File: config.mk
export PLATFORM = sky130hd
export DESIGN_NAME = fifo_pkt_tx
export DESIGN_NICKNAME = d
export VERILOG_FILES = /design/src/rtl/fifo_pkt_tx.sv
export SDC_FILE = /design/constraint.sdc
export NUM_CORES = 1
export LEC_CHECK = 0
export CAP_MARGIN = 20
export CORE_AREA = 2 2 124 102
export CTS_CLUSTER_DIAMETER = 100
export CTS_CLUSTER_SIZE = 20
export DETAILED_ROUTE_END_ITERATION = 16
export DIE_AREA = 0 0 126 104
export PLACE_DENSITY = 0.67
export SKIP_LAST_GASP = 1
export SYNTH_ARGS = -nofsm -noshare
export SYNTH_HDL_FRONTEND = slang
export SYNTH_SLANG_ARGS = --single-unit
File: constraint.sdc
create_clock -name wclk -period 6.8 [get_ports wclk]
set_input_delay 1.36 -clock wclk [delete_from_list [all_inputs] [get_ports wclk]]
set_output_delay 1.36 -clock wclk [all_outputs]
set_load 0.03 [all_outputs]
File: src/rtl/fifo_pkt_tx.sv
// fifo_pkt_tx: store-and-forward packet writer; emits a length header then payload into the async FIFO.
// Define PKT_CHK_EN to append an XOR trailer (header ^ stored payload) after each packet.
module fifo_pkt_tx #(
   parameter int D_W = 16,
   parameter int L_SIZE = 3
) (
   input  logic           wclk,
   input  logic           wrstn,
   input  logic           s_valid,
   output logic           s_ready,
   input  logic [D_W-1:0] s_data,
   input  logic           s_last,
   output logic           fifo_wen,
   output logic [D_W-1:0] fifo_wdata,
   input  logic           fifo_full,
   output logic           pkt_sent,
   output logic           trunc_err
);
   localparam logic [2:0] IDLE = 3'd0, COLLECT = 3'd1, HDR = 3'd2, BODY = 3'd3;
   localparam logic [L_SIZE:0] MAX = {1'b1, {L_SIZE{1'b0}}};
`ifdef PKT_CHK_EN
   localparam logic [2:0] CHK = 3'd4;
   logic [D_W-1:0] xr;
`endif
   logic [2:0] state;
   logic [L_SIZE:0] cnt, rd_idx;
   logic trunc, acc, store, body_end, last_wr;
   logic [L_SIZE-1:0] widx;
   logic [D_W-1:0] pbuf [2**L_SIZE];
   assign s_ready = state == IDLE || state == COLLECT;
   assign acc = s_valid && s_ready;
   assign store = acc && (state == IDLE || cnt < MAX);
   assign widx = state == IDLE ? '0 : cnt[L_SIZE-1:0];
   assign body_end = state == BODY && fifo_wen && rd_idx == cnt - 1'b1;
`ifdef PKT_CHK_EN
   assign fifo_wen = (state == HDR || state == BODY || state == CHK) && !fifo_full;
   assign last_wr = state == CHK && fifo_wen;
`else
   assign fifo_wen = (state == HDR || state == BODY) && !fifo_full;
   assign last_wr = body_end;
`endif
   // wdata depends only on registered state, so it holds steady across full stalls
   always_comb begin
      fifo_wdata = state == HDR ? D_W'(cnt) : pbuf[rd_idx[L_SIZE-1:0]];
`ifdef PKT_CHK_EN
      if (state == CHK) fifo_wdata = xr;
`endif
   end
   always_ff @(posedge wclk)
      if (store) pbuf[widx] <= s_data;
   always_ff @(posedge wclk or negedge wrstn)
      if (!wrstn) begin
         state <= IDLE;
         cnt <= '0;
         rd_idx <= '0;
         trunc <= 1'b0;
         pkt_sent <= 1'b0;
         trunc_err <= 1'b0;
`ifdef PKT_CHK_EN
         xr <= '0;
`endif
      end else begin
         pkt_sent <= last_wr;
         trunc_err <= last_wr && trunc;
         case (state)
            IDLE: if (acc) begin
               cnt <= {{L_SIZE{1'b0}}, 1'b1};
               trunc <= 1'b0;
               state <= s_last ? HDR : COLLECT;
            end
            COLLECT: if (acc) begin
               if (cnt < MAX) cnt <= cnt + 1'b1;
               else trunc <= 1'b1;
               if (s_last) state <= HDR;
            end
            HDR: if (fifo_wen) begin
               rd_idx <= '0;
               state <= BODY;
            end
            BODY: if (fifo_wen) begin
               rd_idx <= rd_idx + 1'b1;
`ifdef PKT_CHK_EN
               if (body_end) state <= CHK;
`else
               if (body_end) state <= IDLE;
`endif
            end
`ifdef PKT_CHK_EN
            CHK: if (fifo_wen) state <= IDLE;
`endif
            default: state <= IDLE;
         endcase
`ifdef PKT_CHK_EN
         if (state == IDLE) xr <= acc ? s_data : '0;
         else if (state == COLLECT && store) xr <= xr ^ s_data;
         else if (state == HDR && fifo_wen) xr <= xr ^ D_W'(cnt);
`endif
      end
endmodule

# Word-level counts from Yosys, hierarchy flattened
# Memory sizes are Yosys's and may differ from the RTL's.
# Cells that the tools add are included.
dict set report op_classes {
  add_sub_neg 3
  n_lt_le_gt_ge 1
  eq_ne 12
  mux 23
  n_reduce_logical 17
}
# cell n
set op_table {}
lappend op_table {{two-way mux 3 bit} 7}
lappend op_table {{two-way mux 4 bit} 5}
lappend op_table {{two-way mux 16 bit} 1}
lappend op_table {{one-hot mux 4 bit (2 select lines)} 2}
lappend op_table {{!= test 2 bit (second input constant)} 7}
lappend op_table {{one-hot mux 3 bit (4 select lines)} 1}
lappend op_table {{adder 4 x 1 -> 4 bit (second input constant)} 2}
lappend op_table {{AND reduction 4 bit} 2}
lappend op_table {{== test 3 x 2 -> 1 bit (second input constant)} 2}
lappend op_table {{logical AND 1 bit} 6}
lappend op_table {{AND reduction 6 bit} 1}
lappend op_table {{two-way mux 1 bit} 5}
lappend op_table {{== test 4 bit} 1}
lappend op_table {{less-than comparator 4 bit (second input constant)} 1}
lappend op_table {{nonzero test 2 bit} 2}
lappend op_table {{subtractor 4 x 1 -> 4 bit (second input constant)} 1}
lappend op_table {{== test 3 x 1 -> 1 bit (second input constant)} 1}
lappend op_table {{zero test 3 bit} 1}
lappend op_table {{logical OR 1 bit} 3}
lappend op_table {{AND reduction 3 bit} 1}
lappend op_table {{two-way mux 2 bit} 1}
lappend op_table {{!= test 2 x 1 -> 1 bit (second input constant)} 1}
lappend op_table {{one-hot mux 1 bit (2 select lines)} 1}
lappend op_table {{zero test 1 bit} 1}
dict set report totals {
  regBits 14
  mem_bits_rw 128
  input_bits 21
  out_inout_bits 20
  elab_cells 63
  n_memories 1
}
# memory words word_bits rd rd_clocked_by_memory_dff wr line
set mem_list {}
lappend mem_list {pbuf 8 16 1 0 1 29} ;# logic [D_W-1:0] pbuf [2**L_SIZE];

# Longest topological paths before layout
dict set report logic_depth {
  ltp_word 8
  depth_mapped 8
  depth_no_buf 7
}

# Least setup slack after synthesis
# Ideal clock, no wire load.
dict set report synth_timing {
  path_type {input port to flip-flop}
  start {input port s_valid}
  end {memory pbuf[4][0] (enable)}
  setup_ns 0.430
  t_arrival_ns 3.322
  required_ns 6.370
  setup_slack_ns 3.048
  cell_stages 3
  path_buffers 1
  cell_sequence {clkbuf_1 nand3_1 nor4_1}
}
dict set report synth_via {
  elab_chain_cells 4
}
# element line
set synth_rtl {}
lappend synth_rtl {{start: declaration} 9} ;# input logic s_valid,
lappend synth_rtl {{logical AND 1 bit} 31} ;# assign acc = s_valid && s_ready;
lappend synth_rtl {{logical AND 1 bit} 32} ;# assign store = acc && (state == IDLE || cnt < MAX);
lappend synth_rtl {{two-way mux 1 bit} 50} ;# if (store) pbuf[widx] <= s_data;
lappend synth_rtl {{two-way mux 1 bit (not written as such)} 50}
lappend synth_rtl {{end: declaration} 29}
# No other way between the ends.

# Worst setup path after layout
dict set report layout_timing {
  start {register rd_idx[0]}
  end {output port fifo_wdata[0]}
}
dict set report layout_via {
  elab_chain_cells 2
}
# element line
set layout_rtl {}
lappend layout_rtl {{start: declaration} 26} ;# logic [L_SIZE:0] cnt, rd_idx;
lappend layout_rtl {{start signal: assignment} 81} ;# rd_idx <= rd_idx + 1'b1;
lappend layout_rtl {{memory (8 x 16 bit)} -}
lappend layout_rtl {{two-way mux 16 bit} 44} ;# fifo_wdata = state == HDR ? D_W'(cnt) : pbuf[rd_idx[L_SIZE-1:0]];
lappend layout_rtl {{end: declaration} 14} ;# output logic [D_W-1:0] fifo_wdata,
# No other way between the ends.

==> results.json <==
{
  "finalHoldViolCount": 0,
  "hpwl_microns": 5950,
  "synth.top_cell.area_share_pct": 65.7,
  "place_ws_ns": 2.60,
  "yosys.area_share.simple_pct": 4.60,
  "vdd_ir_drop_max_uv": 271,
  "cts_root_buf": "clkbuf_16",
  "htree_levels": 4,
  "ys_top_cells_by_area": "edfxtp_1, mux4_2, mux4_1, dfrtp_1, mux2i_1",
  "synth_compound_area_share_pct": 2.87,
  "status": "completed",
  "drt_first_pass_iters": 4,
  "path_buf_inv": 2,
  "multi_input_area_sq_mm": 0.00157,
  "synth_top_family_by_area": "multiplexers",
  "worstSkewPairLatency_ns": 0.41,
  "fin_crit_sh_pct": 64.6,
  "die_h_microns": 104,
  "synth_cells": 310,
  "first_iter_violations": 206,
  "cts_buffers": 17,
  "period_needed_ns": 4.39,
  "max_freq_mhz": 228,
  "drive_gt1_share_pct": 17.7,
  "path_max_fanout": 24,
  "start_util_pct": 49.2,
  "post_cts_buffers": 0,
  "yosysWarnings": 0,
  "drv_cap": 0,
  "dr_wl_met2_microns": 5090,
  "cts_resized": 0,
  "synthAdderAreaFrac_pct": 1.50,
  "holdBufCountCts": 0,
  "grt_pass1_wl_microns": 16600,
  "setup_violations": 0,
  "cpPeakStageDelay_ns": 0.64,
  "dr.max_layer_used": "met4",
  "antenna_found_initial": 0,
  "drcViolationCount": 0,
  "cp_top_family": "buffers and inverters",
  "synth-edff-count": 128,
  "crit_path_start_kind": "register",
  "fin_skew_ns": 0.00560,
  "crit_arrival_ns": 3.03,
  "tightest_slew_ns": 1.03,
  "drt-total-wl_microns": 10600,
  "die_w_microns": 126,
  "path_class": "register to primary output",
  "seq_area_frac_synth_pct": 71.3,
  "syn-cell-area_sq_mm": 0.00585,
  "hold_path_class": "register to register",
  "overflow": 0,
  "cts_tree": "built",
  "syn_avg_cell_area_sq_um": 18.9,
  "critPathSlowestCell": "clkdlybuf4s50_1",
  "core_sq_mm": 0.0119,
  "place.gp.congestion": 0.778,
  "async_reset_ff_share_pct": 9.22,
  "cts.sinks": 141,
  "setup_ws_ns": 2.41,
  "syn_nets": 338,
  "required_ns": 5.44,
  "num_vias": 2957,
  "die_area_sq_mm": 0.0131,
  "clockBufferDepth": 2,
  "diodes": 0,
  "muxShareOfSynthArea_pct": 16.4,
  "worstPathCellList": "buf_4 -> mux4_1 -> mux2i_1 -> o21ai_0 -> clkdlybuf4s50_1",
  "cellPowerDensity_mw_per_mm2": 407,
  "crit_path_end_kind": "primary output",
  "clk_pin_slew_ns": 0.06,
  "yosys.area.top_type": "edfxtp_1",
  "ant_nets": 0,
  "rsz0062_at_grt": "no",
  "wl_met1_microns": 4890,
  "final_net_count": 390,
  "dr_wl_met3_microns": 488,
  "synth.distinct_cells": 40,
  "synth_xor_area_share_pct": 0.898,
  "routedWlPerCell_microns": 20.2,
  "grt_pass1_vias": 2911,
  "num_io_pins": 41,
  "rows": 36,
  "final-max-slew-violation-count": 0,
  "area_growth_pct": 19.1,
  "seq_area_sq_mm": 0.00417,
  "p_leak_nw": 2.34,
  "max_slew_margin_pct": 31.3,
  "fill_cells": 877,
  "finalSetupTns_ns": 0,
  "grt_max_degree": 37,
  "ys_seq_elements": 141,
  "track_usage_pct": 17.2,
  "vias_per_cell": 5.63,
  "numPortBuffers": 40,
  "synth_top_flop_cell": "edfxtp_1"
}
## cells in the mapped netlist, types with 4 or more instances
master / number
mux4_2: 19
clkbuf_1: 5
nand2_1: 13
a22o_1: 5
o21ai_0: 7
nor2_1: 16
xnor2_1: 4
edfxtp_1: 128
nor3_1: 4
inv_1: 7
a21oi_1: 6
ha_1: 7
mux2i_1: 18
buf_2: 9
mux4_1: 13
dfrtp_1: 13
## cell families (layout without fill, tap and decap cells)
| family | Yosys count | in the layout |
|---|---|---|
| compound gates | 26 | 26 |
| flops | 141 | 141 |
| simple gates | 54 | 54 |
| buf+inv | 25 | 88 |
| xor+xnor | 6 | 6 |
| mux | 51 | 51 |
| fa+ha+maj | 7 | 7 |
## final timing paths
check / start / end / slack (ns) / depth (start not counted)
worst max-delay path: rd_idx[0] / fifo_wdata[0] / 2.41 / 5
worst min-delay path: trunc / trunc_err / 0.51 / 1
worst max register to register: state[0] / pbuf[3][9] / 3.87 / 7
worst min register to register: trunc / trunc_err / 0.51 / 1
max in group asynchronous: wrstn / rd_idx[0] / 5.05 / 1
min in group asynchronous: wrstn / trunc_err / 1.33 / 1
## through the flow
stage | util, % | cell area [sq um] | total power [W] | instances | hold slack (ns)
global route | 58.6 | 6970 | 0.00297 | 525 | 0.532
CTS | 58.6 | 6970 | 0.00287 | 525 | 0.518
global placement | 54.1 | 6430 | 0.00200 | 495 | 0.491
detailed placement | 54.1 | 6430 | 0.00202 | 495 | 0.505
floorplan | - | 5850 | 0.00173 | 310 | 0.477
finish | 58.6 | 6970 | 0.00284 | 525 | 0.510
## cells in the final DEF (no fill, tap or decap), types with 3 or more instances in the layout
master,n
xnor2_1,4
nand3_1,3
nor3_2,5
nor2_1,16
mux4_1,13
dfrtp_1,12
mux2i_1,18
a22o_1,5
clkinv_2,4
edfxtp_1,128
clkdlybuf4s50_1,40
clkbuf_16,17
a21oi_1,6
o21ai_0,7
ha_1,7
buf_4,11
nor2b_1,3
mux4_2,19
nand2_1,13
inv_1,7
clkinv_1,4
## routing by layer
layer  vias to the layer above  GRT usage, %
li1                       1339             -
met4                         0          5.81
met2                        79          25.6
met5                         -             0
met3                        16          5.30
met1                      1523          24.5
## flip-flops by register name, summed over array words and instances (netlist names)
register   count
trunc          1
cnt            4
pbuf         128
rd_idx         4
state          2
trunc_err      1
pkt_sent       1
## power breakdown
part | leakage [nW] | switching [W] | internal, W
Combinational | 0.746 | 0.000502 | 0.000394
Sequential | 1.33 | 0.0000581 | 0.00104
Clock | 0.262 | 0.000323 | 0.000526
Total | 2.34 | 0.000883 | 0.00196
## area by class of cell
cell class	instances	share of cell area (%)
clock buffer	19	6.21
clock inverter	11	1.47
timing repair buffer	51	6.93
multi-input combinational	144	22.5
tap	152	2.73
sequential	141	59.8
inverter	7	0.377
(Power assumes the default switching activity.)
==> patch: new RTL, same flow settings <==
Register the output `trunc_err` once more, without a reset; this adds one clock of latency there. The other outputs are not delayed to match.
--- a/src/rtl/fifo_pkt_tx.sv
+++ b/src/rtl/fifo_pkt_tx.sv
@@ -19,4 +19,6 @@
    localparam logic [2:0] IDLE = 3'd0, COLLECT = 3'd1, HDR = 3'd2, BODY = 3'd3;
    localparam logic [L_SIZE:0] MAX = {1'b1, {L_SIZE{1'b0}}};
+
+   logic trunc_err_s0;
 `ifdef PKT_CHK_EN
    localparam logic [2:0] CHK = 3'd4;
@@ -56,5 +58,5 @@
          trunc <= 1'b0;
          pkt_sent <= 1'b0;
-         trunc_err <= 1'b0;
+         trunc_err_s0 <= 1'b0;
 `ifdef PKT_CHK_EN
          xr <= '0;
@@ -62,5 +64,5 @@
       end else begin
          pkt_sent <= last_wr;
-         trunc_err <= last_wr && trunc;
+         trunc_err_s0 <= last_wr && trunc;
          case (state)
             IDLE: if (acc) begin
@@ -97,4 +99,8 @@
 `endif
       end
+   always_ff @(posedge wclk) begin
+      trunc_err <= trunc_err_s0;
+   end
+
 endmodule
 
Formal check against the unedited RTL: no difference found for any inputs over 4 cycles, from zero or initial values and one cycle with wrstn low; that may be too few to reach the edited logic, so the function may still have changed.
==> patch against the unedited design <==
- design area fell by 0.48%
- sequential cell count rose by 1
- routed wire length fell by 1.5%
- final cell count did not move
- worst setup slack improved by 0.046 ns
- area after synthesis rose by 0.34%
- hold slack got worse by 0.17 ns
- power fell by 2.9%
- synthesized cell count rose by 0.32%
- combinational power fell by 2.7%
- critical path type unchanged
- highest routed layer unchanged
==> patch: results (changes against the unedited design) <==
----------------------------------------------------
[Outcome]
  Result of the run ... completed (unchanged)

[Routing]
  Routed via count ... 2,915 (was 2,957)
  Total met2 wirelength after detailed routing ... 5163 µm (was 5088 µm)
  Final wirelength ... 10,460 µm (was 10,620 µm)
  Total length of routed met3 wires ... 521 µm (was 488 µm)
  Length of routed wiring on met1 ... 4657 µm (was 4890 µm)

[Global routing]
  Met3 demand-to-capacity share in global routing ... 4.681% (was 5.298%)
  Gr usage total ... 16.96% (was 17.22%)
  Fraction of met2 tracks used by global routing ... 26.08% (was 25.58%)
  Via count of the first global-routing pass ... 2,899 (was 2,911)
  Met1 track demand over resource in global routing ... 23.41% (was 24.52%)

[Power and ir drop]
  Share of power burned in the clock network ... 27.8% (was 29.9%)
  Power Density ... 397.7 mW/mm² (was 407.4 mW/mm²)
  Highest ir drop seen on vdd ... 173.0 µV (was 271.0 µV)
  Int Pwr ... 1.887 mW (was 1.956 mW)

[Logic synthesis]
  Number of instances in the synthesized netlist ... 311 (was 310)
  Count of unique library cells instantiated by Yosys ... 41 (was 40)
  Post-synthesis mux area share ... 16.37% (was 16.42%)
  Synthesized-area fraction occupied by ao, oa, aoi and oai cells ... 2.856% (was 2.866%)
  Adder-cell area share of the yosys netlist ... 1.492% (was 1.497%)
  Synth Area in XOR/XNOR ... 0.8951% (was 0.8982%)
  Net count after synthesis ... 339 (was 338)
  Most area-consuming cells after synthesis ... sky130_fd_sc_hd__edfxtp_1 (65%), sky130_fd_sc_hd__mux4_2 (7.3%), sky130_fd_sc_hd__mux4_1 (5.8%), sky130_fd_sc_hd__dfrtp_1 (5.5%), sky130_fd_sc_hd__mux2i_1 (3.1%) (was sky130_fd_sc_hd__edfxtp_1 (66%), sky130_fd_sc_hd__mux4_2 (7.3%), sky130_fd_sc_hd__mux4_1 (5.8%), sky130_fd_sc_hd__dfrtp_1 (5.6%), sky130_fd_sc_hd__mux2i_1 (3.1%))
  Part of the Yosys area used for sequential elements ... 71.36% (was 71.26%)

[Worst setup path]
  Highest fanout seen on the critical path ... 29 (was 24)
  Reg-to-reg slack, setup ... 4.26 ns (was 3.87 ns)
  Arrival @ worst endpoint ... 2.99 ns (was 3.03 ns)

[Finish]
  Fill cell total of the finished layout ... 908 (was 877)

[Placement]
  Final estimated routing congestion in global placement ... 0.7194 (was 0.7783)
  Count of input and output buffers ... 40 (unchanged)
  DP Wirelength ... 6066 µm (was 5951 µm)
  Cell area after placement ... 0.006449 mm² (was 0.006435 mm²)

[STA]
  Worst Tran Pin Value ... 1.019 ns (was 1.030 ns)

[Clocking]
  Clock Path Buffers ... 2 (unchanged)

----------------------------------------------------
## patch: changes by cell type after synthesis, sizes merged
cell / delta
dfxtp: +1
## patch: cell type report
class,count,share of cell area (%)
tap,152,2.742
inverter,7,0.3788
clock buffer,20,6.295
sequential,142,60.43
clock inverter,10,0.7395
timing repair buffer,50,6.854
multi-input combinational,144,22.56
## patch: cells by family after synthesis
group | Yosys count
and+or+nand+nor | 54
xor gates and xnor gates | 6
DFF | 142
buffers and inverters | 25
muxes | 51
AOI/OAI and AO/OA | 26
adders and majority gates | 7
## patch: worst paths after layout
check                      depth (start not counted)                   start                endpoint
max in group asynchronous                          1                   wrstn   rd_idx[0]$_DFFE_PN0P_
max reg2reg                                        7    state[1]$_DFFE_PN0P_   pbuf[7][15]$_DFFE_PP_
min in group asynchronous                          1                   wrstn  trunc_err_s0$_DFF_PN0_
min                                                0  trunc_err_s0$_DFF_PN0_       trunc_err$_DFF_P_
min reg2reg                                        0  trunc_err_s0$_DFF_PN0_       trunc_err$_DFF_P_
max                                                5   rd_idx[0]$_DFFE_PN0P_           fifo_wdata[0]
## patch: metrics by stage
stage | worst slack (ns) | hold WS [ns] | util [%]
floorplan | 3.048 | 0.3242 | -
global placement | 2.607 | 0.3248 | 54.23
detailed placement | 2.570 | 0.3269 | 54.23
CTS | 2.382 | 0.3407 | 58.33
global route | 2.259 | 0.3514 | 58.33
finish | 2.452 | 0.3421 | 58.33
## patch: critical path, cell delays in order, from the launching register on
cell                              delay (ns)
sky130_fd_sc_hd__dfrtp_2                0.52
sky130_fd_sc_hd__buf_4                  0.51
sky130_fd_sc_hd__mux4_1                 0.64
sky130_fd_sc_hd__mux2i_1                0.16
sky130_fd_sc_hd__o21ai_0                0.09
sky130_fd_sc_hd__clkdlybuf4s50_1        0.64
